--- src/rtl/btn_event_if.sv ---
// Bundle between the debouncer side and the button event generator.
// The debouncer side drives levels; the event generator returns pulses.
interface btn_event_if #(
    parameter int NUM_BTN = 5
);
    logic [NUM_BTN-1:0] debounced_btn;
    logic [NUM_BTN-1:0] press_pulse;
    logic [NUM_BTN-1:0] release_pulse;
    logic [NUM_BTN-1:0] short_pulse;
    logic [NUM_BTN-1:0] long_pulse;
    logic [NUM_BTN-1:0] repeat_pulse;
    logic [NUM_BTN-1:0] held;

    modport master (
        output debounced_btn,
        input  press_pulse,
        input  release_pulse,
        input  short_pulse,
        input  long_pulse,
        input  repeat_pulse,
        input  held
    );

    modport slave (
        input  debounced_btn,
        output press_pulse,
        output release_pulse,
        output short_pulse,
        output long_pulse,
        output repeat_pulse,
        output held
    );
endinterface

--- src/rtl/btn_event_gen.sv ---
// Turns debounced button levels into one-cycle press/release/tap/long/repeat
// pulses, one independent IDLE/HOLD/REPEAT machine per button.
module btn_event_gen #(
    parameter int          NUM_BTN       = 5,
    parameter int unsigned LONG_CYCLES   = 100_000_000,
    parameter int unsigned REPEAT_CYCLES = 20_000_000
) (
    input  logic clk,
    input  logic reset,
    btn_event_if.slave bus
);

    typedef enum logic [1:0] {
        ST_IDLE   = 2'd0,
        ST_HOLD   = 2'd1,
        ST_REPEAT = 2'd2
    } state_t;

    localparam logic [31:0] LONG_LAST   = 32'(LONG_CYCLES - 1);
    localparam logic [31:0] REPEAT_LAST = 32'(REPEAT_CYCLES - 1);

    state_t             state_q [NUM_BTN];
    logic [31:0]        cnt_q   [NUM_BTN];
    logic [NUM_BTN-1:0] press_p0;
    logic [NUM_BTN-1:0] release_p0;
    logic [NUM_BTN-1:0] short_p0;
    logic [NUM_BTN-1:0] long_p0;
    logic [NUM_BTN-1:0] repeat_p0;
    logic [NUM_BTN-1:0] held_p0;

    // Release is tested before any counter compare so that a release on the
    // edge where long/repeat would fire suppresses that pulse.
    always_ff @(posedge clk) begin
        if (reset) begin
            for (int i = 0; i < NUM_BTN; i++) begin
                state_q[i] <= ST_IDLE;
                cnt_q[i]   <= '0;
            end
            press_p0   <= '0;
            release_p0 <= '0;
            short_p0   <= '0;
            long_p0    <= '0;
            repeat_p0  <= '0;
            held_p0    <= '0;
        end else begin
            press_p0   <= '0;
            release_p0 <= '0;
            short_p0   <= '0;
            long_p0    <= '0;
            repeat_p0  <= '0;
            for (int i = 0; i < NUM_BTN; i++) begin
                case (state_q[i])
                    ST_IDLE: begin
                        if (bus.debounced_btn[i]) begin
                            state_q[i]  <= ST_HOLD;
                            cnt_q[i]    <= '0;
                            press_p0[i] <= 1'b1;
                            held_p0[i]  <= 1'b1;
                        end
                    end
                    ST_HOLD: begin
                        if (!bus.debounced_btn[i]) begin
                            state_q[i]    <= ST_IDLE;
                            cnt_q[i]      <= '0;
                            release_p0[i] <= 1'b1;
                            short_p0[i]   <= 1'b1;
                            held_p0[i]    <= 1'b0;
                        end else if (cnt_q[i] == LONG_LAST) begin
                            state_q[i] <= ST_REPEAT;
                            cnt_q[i]   <= '0;
                            long_p0[i] <= 1'b1;
                        end else begin
                            cnt_q[i] <= cnt_q[i] + 32'd1;
                        end
                    end
                    ST_REPEAT: begin
                        if (!bus.debounced_btn[i]) begin
                            state_q[i]    <= ST_IDLE;
                            cnt_q[i]      <= '0;
                            release_p0[i] <= 1'b1;
                            held_p0[i]    <= 1'b0;
                        end else if (cnt_q[i] == REPEAT_LAST) begin
                            cnt_q[i]     <= '0;
                            repeat_p0[i] <= 1'b1;
                        end else begin
                            cnt_q[i] <= cnt_q[i] + 32'd1;
                        end
                    end
                    default: begin
                        state_q[i] <= ST_IDLE;
                        cnt_q[i]   <= '0;
                        held_p0[i] <= 1'b0;
                    end
                endcase
            end
        end
    end

    assign bus.press_pulse   = press_p0;
    assign bus.release_pulse = release_p0;
    assign bus.short_pulse   = short_p0;
    assign bus.long_pulse    = long_p0;
    assign bus.repeat_pulse  = repeat_p0;
    assign bus.held          = held_p0;

endmodule

--- src/flat_wrapper.sv ---
// flat-port wrapper written by rule: the top's interface ports become plain ports
module btn_event_gen_flat 
#(
    parameter int          NUM_BTN       = 5,
    parameter int unsigned LONG_CYCLES   = 100_000_000,
    parameter int unsigned REPEAT_CYCLES = 20_000_000
)
  (clk, reset, bus_debounced_btn, bus_press_pulse, bus_release_pulse, bus_short_pulse, bus_long_pulse, bus_repeat_pulse, bus_held);
  btn_event_if #(.NUM_BTN(NUM_BTN)) bus_i ();
  input  logic clk;
  input  logic reset;
  input wire logic [$bits(bus_i.debounced_btn)-1:0] bus_debounced_btn;
  output wire logic [$bits(bus_i.press_pulse)-1:0] bus_press_pulse;
  output wire logic [$bits(bus_i.release_pulse)-1:0] bus_release_pulse;
  output wire logic [$bits(bus_i.short_pulse)-1:0] bus_short_pulse;
  output wire logic [$bits(bus_i.long_pulse)-1:0] bus_long_pulse;
  output wire logic [$bits(bus_i.repeat_pulse)-1:0] bus_repeat_pulse;
  output wire logic [$bits(bus_i.held)-1:0] bus_held;
  assign bus_i.debounced_btn = bus_debounced_btn;
  assign bus_press_pulse = bus_i.press_pulse;
  assign bus_release_pulse = bus_i.release_pulse;
  assign bus_short_pulse = bus_i.short_pulse;
  assign bus_long_pulse = bus_i.long_pulse;
  assign bus_repeat_pulse = bus_i.repeat_pulse;
  assign bus_held = bus_i.held;
  btn_event_gen #(.NUM_BTN(NUM_BTN), .LONG_CYCLES(LONG_CYCLES), .REPEAT_CYCLES(REPEAT_CYCLES)) u_core (.clk(clk), .reset(reset), .bus(bus_i));
endmodule
--- config.mk ---
export PLATFORM = sky130hd
export DESIGN_NAME = btn_event_gen_flat
export DESIGN_NICKNAME = d
export VERILOG_FILES = /design/src/rtl/btn_event_if.sv /design/src/rtl/btn_event_gen.sv /design/src/flat_wrapper.sv
export SDC_FILE = /design/constraint.sdc
export NUM_CORES = 1
export LEC_CHECK = 0
export ABC_AREA = 1
export CORE_AREA = 2 2 154 156
export CTS_CLUSTER_DIAMETER = 80
export DETAILED_ROUTE_END_ITERATION = 6
export DIE_AREA = 0 0 156 158
export GPL_ROUTABILITY_DRIVEN = 1
export PLACE_DENSITY = 0.76
export SKIP_CTS_REPAIR_TIMING = 1
export SLEW_MARGIN = 20
export SYNTH_ARGS = -nofsm -noshare
export SYNTH_HDL_FRONTEND = slang
export SYNTH_SLANG_ARGS = --single-unit
--- constraint.sdc ---
create_clock -name clk -period 2.37 [get_ports clk]
set_input_delay 0.3555 -clock clk [delete_from_list [all_inputs] [get_ports clk]]
set_output_delay 0.3555 -clock clk [all_outputs]
set_load 0.02 [all_outputs]
Yosys cells after proc, flatten, opt, wreduce, memory -nomap -nowiden
Memories as Yosys holds them, arrays and structs flattened. Index checks and enable logic that the tools add are counted.

RAM bits: 170. Bits in registers: 30. Bits of input ports: 7. Logic and storage cells: 398. Memories: 2. Output and inout port bits: 30.

Eq/ne operators: 30. Reduce and logical (&&, ||, !) cells: 25. Add/subtract/negate cells: 5. Bitwise logic cells: 70. Multiplexer cells: 252.

Memory list: u_core.cnt_q (words 5, bits a word 32, read ports 5, clocked after Yosys merged registers in 0, write ports 5, RTL line btn_event_gen.sv:23) `logic [31:0] cnt_q [NUM_BTN];`; u_core.state_q (words 5, bits a word 2, read ports 5, clocked after Yosys merged registers in 0, write ports 5, RTL line btn_event_gen.sv:22) `state_t state_q [NUM_BTN];`.

Operators with widths (count): $mux 32 (40); $mux 1 (182); $add 32x1->32 const B (5); $eq 32x25->1 const B (5); $eq 32x27->1 const B (5); $or 1x1->1 (65); $mux 2 (25); $ne 2x2->1 const B (10); $reduce_or 2->1 (10); $reduce_or 3->1 (5); $eq 2x1->1 const B (5); $eq 2x2->1 const B (5); $logic_not 2->1 (5); $pmux 1 s2 (5); $reduce_and 2->1 (5); $not 1->1 (5).

Longest topological paths before layout
Gate-level depths: netlist (run 1).

Depth in word-level cells: 12. Gate-level depth with buffers: 13. Gate-level depth less buffers: 13.

Worst setup path after synthesis (run 1)
Ideal clock, no wire load.

Path type: input to register. Start point: input reset. End point: memory u_core.cnt_q[0][0] (enable). Required time: 1809 ps. Setup time: 561 ps. Path buffers: 3. Arrival: 1800 ps. Cell stages on the path: 5. Path slack: 8 ps. Path through: inv_2 -> buf_6 -> buf_4 -> clkbuf_1 -> nand3_1.

RTL lines: from (decl) (RTL line flat_wrapper.sv:11) `input logic reset;`; to (decl) (RTL line btn_event_gen.sv:23).

==> flow_summary.yaml, run 1 <==
status:
  status: "finished, final reports clean"
yosys:
  synth_compound_area_share_pct: 1.70
  synthSimpleGateAreaFrac_pct: 35.2
  synth.ff_latch_count: 200
  syn_nets: 1623
  ys_seq_area_share_pct: 44.8
  async_flop_share_pct: 0
  syn_avg_cell_area_sq_um: 7.99
  synth_edf_count: 169
  synth_top_area_share_pct: 39.9
  synthFlopType: "edfxtp_1"
  syn_inst: 1591
  synthAdderAreaFrac_pct: 2.46
  synth_top_family_by_area: "simple AND/OR/NAND/NOR gates"
  synth_area_leaders: "edfxtp_1 (40%), nor2_1 (9.3%), nand2_1 (8.9%), xor2_1 (6.5%), inv_1 (5.8%)"
  synth_cell_types: 41
  synthXorXnorAreaFrac_pct: 8.34
  yosysTopAreaCell: "edfxtp_1"
  syn_area_sq_um: 12700
  muxShareOfSynthArea_pct: 0
  ys_warn_count: 0
route:
  drcViolationCount: 0
  wl_per_cell_um: 14.4
  firstDrtPassIters: 6
  drtIter0Drc: 776
  vias: 10600
  postRouteAntennaNets: 0
  via_per_inst: 5.34
  postRouteWirelength_mm: 28.6
critical_path:
  crit_type: "flop to flop"
  cpPeakStageDelay_ns: 0.38
  crit_arrival_ns: 2.32
  crit_fanout: 5
  crit_top_cell: "nor2_2"
  cpMaxStageDelayCell: "edfxtp_1"
  startpoint_type: "flop"
  crit_path_end_kind: "flop"
  path_delay_family: "simple AND/OR/NAND/NOR gates"
  critPathBufInv: 0
  required_ns: 2.58
  crit_chain: "ha_1 -> nand2_1 -> nor2_2 -> nand2_1 -> nor2_2 -> nand3_1 -> nor3_2 -> xor2_1 -> nor2_2"
timing:
  tightest_slew_ns: 0.492
  setup_viol: 0
  fin_worst_skew_ns: 0.0144
  finalMaxSlewViolations: 0
  fmax_mhz: 473
  relSlewSlack_pct: 66.9
  fin_ws_ns: 0.258
  rsz0062_at_grt: "no"
  finalHoldViolCount: 0
  whs_ns: 0.502
  post-route-min-period_ns: 2.11
  period_share_pct: 89.1
final_layout:
  area_delta_synth_final_pct: 14.0
  fin_area_sq_um: 14500
  final_core_utilization_pct: 62.8
  final_cells: 1991
  drive_gt1_share_pct: 11.2
  fin_nets: 1719
global_routing:
  antenna_found_initial: 1
  use_met2_pct: 40.5
  grt_max_degree: 33
  grt_pass1_wl_mm: 47.8
  grtUsageMet1_pct: 32.2
  grt-busiest-layer: "met2"
  grt_pass1_vias: 10100
  grt_usage_pct: 24.0
  grtUsageMet3_pct: 3.37
  grt.overflow.total: 0
run:
  drv_cap: 0
place:
  gp_congestion: 0.968
  placed_area_sq_um: 13900
  place_ws_ns: -0.118
  hpwl_mm: 21.8
  portBuffers: 36
  dp.cells: 1958
clock_tree:
  cts_buffer_depth: 2
  cts.sinks: 200
  cts_tree: "yes"
  cts_buffers: 17
  clk_pin_slew_worst_paths_ns: 0.08
  cts_root_buf: "clkbuf_16"
  clkLatencyLatePin_ns: 0.45
  htree_levels: 4
die:
  dieArea_sq_um: 24600
  core-area_sq_um: 23100
  die_h_um: 158
  rows: 56
  die_x_um: 156
  initial_core_util_pct: 55.1
  io_pins: 37
power_and_ir_drop:
  ir_worst_vdd_v: 0.000538
  leakagePower_nw: 5.60
  power.density_nw_per_um2: 747
worst_hold_path:
  min_path_type: "flop to flop"
==> flip-flops by register name, indices dropped and copies added, names as in the netlist <==
signal	flops
u_core.bus.held	5
u_core.bus.long_pulse	5
u_core.bus.press_pulse	5
u_core.bus.release_pulse	5
u_core.bus.repeat_pulse	5
u_core.bus.short_pulse	5
u_core.cnt_q	160
u_core.state_q	10
==> stage by stage <==
step / TNS [ns] / power, mW
floorplan: 0 / 6.95
global placement: -2.99 / 7.79
detailed placement: -6.29 / 7.86
CTS: 0 / 10.8
global route: 0 / 11.4
finish: 0 / 10.8
==> path summary, 6_finish.rpt <==
kind / startpoint / endpoint / slack (ns) / cells past startpoint
worst max register to register: u_core.cnt_q[1][0] / u_core.cnt_q[1][26] / 0.26 / 9
worst min-delay path: u_core.bus.held[3] / u_core.bus.held[3] / 0.50 / 2
worst min register to register: u_core.bus.held[3] / u_core.bus.held[3] / 0.50 / 2
worst max-delay path: u_core.cnt_q[1][0] / u_core.cnt_q[1][26] / 0.26 / 9
==> power breakdown <==
part | switching, mW | leakage [nW] | internal [mW]
clock | 1.47 | 0.299 | 1.52
combinational | 1.57 | 3.22 | 0.970
sequential | 0.679 | 2.08 | 4.60
==> final cells by class <==
cell class                 count  area, sq um
antenna                        1         2.50
clock buffer                  17          425
clock inverter                15          186
fill                        1955         8570
inverter                     202          763
multi-input combinational   1168         6060
sequential                   200         5700
tap                          290          363
timing repair buffer          98          988
==> layout by cell type (no fill, tap or decap), drive strengths merged, types with 2 or more instances in the layout <==
cell type      instances
a21boi                 2
a21oi                 21
a31oi                  2
and2                   2
and3                   3
buf                   62
clkbuf                17
clkdlybuf4s50         36
clkinv                10
dfxtp                 31
edfxtp               169
ha                    25
inv                  206
nand2                310
nand3                117
nand3b                 3
nand4                 51
nor2                 378
nor3                 101
nor4                  12
o21ai                 16
or2                    4
xnor2                 26
xor2                  95
==> cell families after synthesis <==
logic type | count (synthesis)
flops | 200
buf+inv | 223
xor+xnor | 121
simple gates | 981
compound gates | 41
fa+ha+maj | 25
==> worst register-to-register path: cells and delay by family, from the launching register on <==
kind	cells	cell delay [ns]
and+or+nand+nor	7	1.09
adders and majority gates	1	0.19
xor gates and xnor gates	1	0.21
DFF	1	0.38
==> synthesized netlist by cell type (3+ instances only) <==
| master | number |
|---|---|
| nor2_4 | 5 |
| nand2_2 | 7 |
| nand2_1 | 301 |
| a21oi_1 | 21 |
| nand3_2 | 4 |
| nor2_1 | 314 |
| o21ai_0 | 15 |
| nand3b_1 | 3 |
| buf_6 | 10 |
| nand3_1 | 112 |
| nor2_2 | 59 |
| xor2_1 | 95 |
| or2_2 | 3 |
| ha_1 | 25 |
| edfxtp_1 | 169 |
| nor3_2 | 8 |
| nor3_1 | 92 |
| xnor2_1 | 26 |
| nor4_1 | 10 |
| clkbuf_1 | 4 |
| dfxtp_1 | 31 |
| inv_1 | 197 |
| nand4_1 | 51 |
| and3_1 | 3 |
==> routing by layer <==
| metal | wire length, um | up-vias |
|---|---|---|
| met4 | 482 | 0 |
| met3 | 1330 | 36 |
| met2 | 13600 | 273 |
| met5 | 0 | - |
| li1 | - | 5385 |
| met1 | 13200 | 4942 |
(Power assumes the default switching activity.)
==> run 2, diff against run 1 <==
ABC_CLOCK_PERIOD_IN_PS = 2370   (was not set)
CORE_AREA = 2 2 209 211   (was 2 2 154 156)
DIE_AREA = 0 0 211 213   (was 0 0 156 158)
PLACE_DENSITY = not set   (was 0.76)
==> run 2 against run 1 <==
Sequential cell count unchanged; first-iteration DRC count decreased by 4.0%; design area increased by 2.5%; hold slack about the same; largest cell class unchanged; setup slack improved by 0.024 ns; non-clock buffer count increased by 5; die area increased by 82%; critical endpoint is now u_core.cnt_q[3][28].
==> flow_summary.yaml, run 2 (synthesis results as in run 1) <==
route:
  wl_per_cell_um: 13.5
  vias: 10600
  via_per_inst: 4.70
  postRouteWirelength_mm: 30.5
  drtIter0Drc: 745
  firstDrtPassIters: 5
  postRouteAntennaNets: 0
  drcViolationCount: 0
final_layout:
  reg_top3: "u_core.cnt_q x160, u_core.state_q x10"
  num_antenna_cells: 0
  seqCellArea_sq_um: 5700
  num-fill-cells: 4391
  largest_reg_flops: 160
  fin_nets: 1724
  drive_gt1_share_pct: 11.4
  multi_input_area_sq_um: 6060
  final_core_utilization_pct: 34.8
  final_cells: 2251
  layout_commonest_cell: "nor2_1"
  area_delta_synth_final_pct: 16.9
  layout_common_cells: "nor2_1 (314), nand2_1 (301), inv_1 (197), edfxtp_1 (169), nand3_1 (112)"
  largest_register: "u_core.cnt_q"
critical_path:
  crit_path_end_kind: "flop"
  cpPeakStageDelay_ns: 0.39
  crit_arrival_ns: 2.30
  required_ns: 2.58
  crit_chain: "ha_1 -> nand2_1 -> nor2_2 -> nand2_2 -> nor2_1 -> nand3_1 -> nor2_1 -> nand3_1 -> o21ai_0 -> nor2_1"
  crit_top_cell: "nor2_1"
  crit_fanout: 6
  crit_type: "flop to flop"
  critPathBufInv: 0
  cpMaxStageDelayCell: "edfxtp_1"
  path_delay_family: "simple AND/OR/NAND/NOR gates"
  startpoint_type: "flop"
place:
  hpwl_mm: 23.6
  gp_congestion: 0.923
  dp.cells: 2219
  place_ws_ns: -0.113
  portBuffers: 36
die:
  io_pins: 37
  dieArea_sq_um: 44900
  die_x_um: 211
  core-area_sq_um: 42700
  initial_core_util_pct: 29.8
  die_h_um: 213
  rows: 76
timing:
  whs_ns: 0.502
  setup_tns_ns: 0
  rsz0062_at_grt: "no"
  fin_worst_skew_ns: 0.0139
  tightest_slew_ns: 0.485
  fmax_mhz: 479
  setup_viol: 0
  fin_ws_ns: 0.281
  post-route-min-period_ns: 2.09
  relSlewSlack_pct: 67.4
  period_share_pct: 88.1
  finalHoldViolCount: 0
  finalMaxSlewViolations: 0
global_routing:
  grt_max_degree: 33
  grt_usage_pct: 14.2
  antenna_found_initial: 0
  grt_pass1_vias: 10300
  grt_pass1_wl_mm: 51.0
  grt.overflow.total: 0
clock_tree:
  cts_tree: "yes"
  clkLatencyLatePin_ns: 0.46
  cts_root_buf: "clkbuf_16"
  cts_buffers: 17
  clk_pin_slew_worst_paths_ns: 0.08
  htree_levels: 4
  cts_buffer_depth: 2
  cts.sinks: 200
power_and_ir_drop:
  power.density_nw_per_um2: 745
  leakagePower_nw: 5.63
  ir_worst_vdd_v: 0.000494
run:
  drv_cap: 0
worst_hold_path:
  min_path_type: "flop to flop"
status:
  status: "finished, final reports clean"
[run 2: per-layer routing]
layer | routed length, um | track usage (%) | vias up
met5 | 0 | 0 | -
met4 | 562 | 4.64 | 0
met3 | 1320 | 3.09 | 35
met2 | 13700 | 23.0 | 227
met1 | 14800 | 18.8 | 4927
li1 | - | - | 5400
[run 2: worst register-to-register path: stages (launching register included)]
cell and delay, ns:
edfxtp_1 0.39, ha_1 0.20, nand2_1 0.07, nor2_2 0.15, nand2_2 0.15, nor2_1 0.23
nand3_1 0.17, nor2_1 0.13, nand3_1 0.12, o21ai_0 0.18, nor2_1 0.06
[run 2: power breakdown]
group	internal [mW]	switching (mW)
Combinational	0.978	1.58
Sequential	4.60	0.683
Clock	1.79	1.42
[run 2: final timing paths]
path,startpoint,endpoint,slack (ns),cells past startpoint
setup / recovery,u_core.cnt_q[3][0],u_core.cnt_q[3][28],0.28,10
hold / removal,u_core.bus.held[2],u_core.bus.held[2],0.50,2
setup reg to reg,u_core.cnt_q[3][0],u_core.cnt_q[3][28],0.28,10
hold reg to reg,u_core.bus.held[2],u_core.bus.held[2],0.50,2
[run 2: area by class of cell]
cell class              instances  area share (%)
clock buffers                  17            2.86
clock inverters                15            1.42
flip-flops and latches        200            38.4
inverters                     202            5.14
multi-input cells            1168            40.8
well taps                     546            4.60
repair buffers                103            6.83
[run 2: stage by stage]
step	cell area, sq um	power (mW)
finish	14800	11.1
floorplan	12700	6.95
CTS	14800	11.2
detailed placement	14200	7.91
global placement	14200	7.87
global route	14800	11.7
==> run 3, diff against run 2 <==
CORE_AREA = 2 2 163 165   (was 2 2 209 211)
DIE_AREA = 0 0 165 167   (was 0 0 211 213)
PLACE_DENSITY = 0.69   (was not set)
==> run 3 against run 2 <==
The run now ends with DRC left; maximum frequency decreased by 1.2%; final cell count down 8.8%; non-clock buffer count rose by 13; setup slack lost 0.025 ns; critical path type unchanged; register-to-register slack worse by 0.02 ns; core utilization rose by 22 points; via count is 0.13% lower.
==> flow_summary.yaml, run 3 (synthesis results as in run 1) <==
die:
  die_h_um: 167
  die_x_um: 165
  initial_core_util_pct: 49.3
  core-area_sq_um: 25800
  io_pins: 37
  dieArea_sq_um: 27600
  rows: 59
power_and_ir_drop:
  sw_frac_of_total_pct: 34.2
  ir_worst_vdd_v: 0.000474
  p_switching_mw: 3.63
  p_seq_share_pct: 49.7
  p_int_mw: 6.99
  combPwrFrac_pct: 24.3
  leakagePower_nw: 5.64
  power.density_nw_per_um2: 728
  p_clk_share_pct: 26.0
timing:
  finalMaxSlewViolations: 0
  finalHoldViolCount: 0
  post-route-min-period_ns: 2.11
  fmax_mhz: 473
  whs_ns: 0.510
  relSlewSlack_pct: 71.1
  fin_ws_ns: 0.257
  rsz0062_at_grt: "no"
  tightest_slew_ns: 0.430
  fin_worst_skew_ns: 0.0105
  period_share_pct: 89.2
  setup_viol: 0
clock_tree:
  cts_buffers: 17
  cts_tree: "yes"
  clkLatencyLatePin_ns: 0.44
  htree_levels: 4
  cts_root_buf: "clkbuf_16"
  clk_pin_slew_worst_paths_ns: 0.08
  cts.sinks: 200
  cts_buffer_depth: 2
place:
  placed_area_sq_um: 14000
  place_ws_ns: -0.162
  hpwl_mm: 22.2
  gp_congestion: 0.967
  portBuffers: 36
route:
  vias: 10600
  via_per_inst: 5.15
  drtIter0Drc: 676
  drcViolationCount: 1
  wl_per_cell_um: 14.1
  firstDrtPassIters: 7
  postRouteAntennaNets: 0
  postRouteWirelength_mm: 28.9
status:
  status: "finished with violations"
  violations: "DRC"
critical_path:
  timing.rr.end: "u_core.cnt_q[3][24]"
  startpoint_type: "flop"
  crit_path_end_kind: "flop"
  crit_arrival_ns: 2.31
  r2r_setup_slack_ns: 0.26
  required_ns: 2.57
  r2r_start: "u_core.cnt_q[3][0]"
  crit_type: "flop to flop"
  reg2reg_depth: 12
  crit_fanout: 6
final_layout:
  layout_commonest_cell: "nor2_1"
  largest_register: "u_core.cnt_q"
  drive_gt1_share_pct: 12.0
  largest_reg_flops: 160
  num-fill-cells: 2328
  reg_top3: "u_core.cnt_q x160, u_core.state_q x10"
  area_delta_synth_final_pct: 14.8
  layout_common_cells: "nor2_1 (314), nand2_1 (301), inv_1 (197), edfxtp_1 (169), nand3_1 (112)"
  final_core_utilization_pct: 56.6
  fin_nets: 1737
  fin_area_sq_um: 14600
worst_hold_path:
  hold_path_end: "u_core.bus.held[1]"
  hold_depth: 2
  min_path_type: "flop to flop"
  min_from: "u_core.bus.held[1]"
global_routing:
  grt_max_degree: 33
  grt_usage_pct: 21.8
  grt_pass1_wl_mm: 48.6
  antenna_found_initial: 1
  grt.overflow.total: 0
  grt_pass1_vias: 10100
run:
  drv_cap: 0
==> run 3: changes by cell type in the layout (fill, tap and decap cells not counted), sizes merged <==
cell	before	now
buf	67	80
bufinv	4	0
clkbuf	17	20
clkinv	3	6
clkinvlp	2	1
diode	0	1
inv	208	207
==> run 3: worst max-delay path by stage <==
stage                            start                  end  slack, ns  depth (start not counted)
floorplan                        reset   u_core.cnt_q[0][0]      0.008                          5
global placement                 reset  u_core.cnt_q[2][30]      -0.10                         12
detailed placement               reset  u_core.cnt_q[2][30]      -0.16                         12
CTS                 u_core.cnt_q[3][0]  u_core.cnt_q[3][24]       0.26                         12
global route        u_core.cnt_q[3][0]  u_core.cnt_q[3][24]       0.02                         12
finish              u_core.cnt_q[3][0]  u_core.cnt_q[3][24]       0.26                         12
==> run 3: stage by stage <==
step	setup TNS, ns	power, mW	instances
5_1_grt	0	11.2	2053
2_1_floorplan	0	6.95	1591
3_5_place_dp	-10.49	7.91	2021
4_1_cts	0	10.7	2053
3_3_place_gp	-2.67	7.86	2021
6_report	0	10.6	2054
==> run 3: cell type report <==
cell class                 instances  area, sq um  area share [%]
inverter                         202          763            5.23
sequential                       200         5700            39.1
antenna                            1         2.50          0.0172
timing repair buffer             116         1100            7.53
clock inverter                    12          109           0.746
clock buffer                      20          437            2.99
multi-input combinational       1168         6060            41.5
tap                              335          419            2.87
==> run 3: worst max-delay path, stage by stage (launching register included) <==
cell and delay [ns]:
edfxtp_1 0.39, ha_1 0.20, nand2_1 0.07, nor2_2 0.16
nand2_2 0.15, nor2_2 0.18, nand3_1 0.14, nor2_1 0.11
nand2_1 0.11, nor2_2 0.16, nand3_1 0.09, nand2_1 0.07
nor2_1 0.04
==> run 3: power by group through the flow <==
stage	Combinational [mW]	Clock [mW]	Sequential, mW
4_1_cts	2.60	2.82	5.26
3_5_place_dp	2.58	0	5.33
2_1_floorplan	1.76	0	5.19
5_1_grt	2.92	2.96	5.36
3_3_place_gp	2.54	0	5.31
6_report	2.58	2.76	5.27
==> run 3: routing by layer <==
metal | track usage, % | part of all wire, % | up-vias
met2 | 35.3 | 47 | 221
met5 | 0 | 0 | -
met3 | 3.16 | 4.0 | 42
met4 | 6.58 | 2.0 | 0
li1 | - | - | 5426
met1 | 30.3 | 47 | 4886
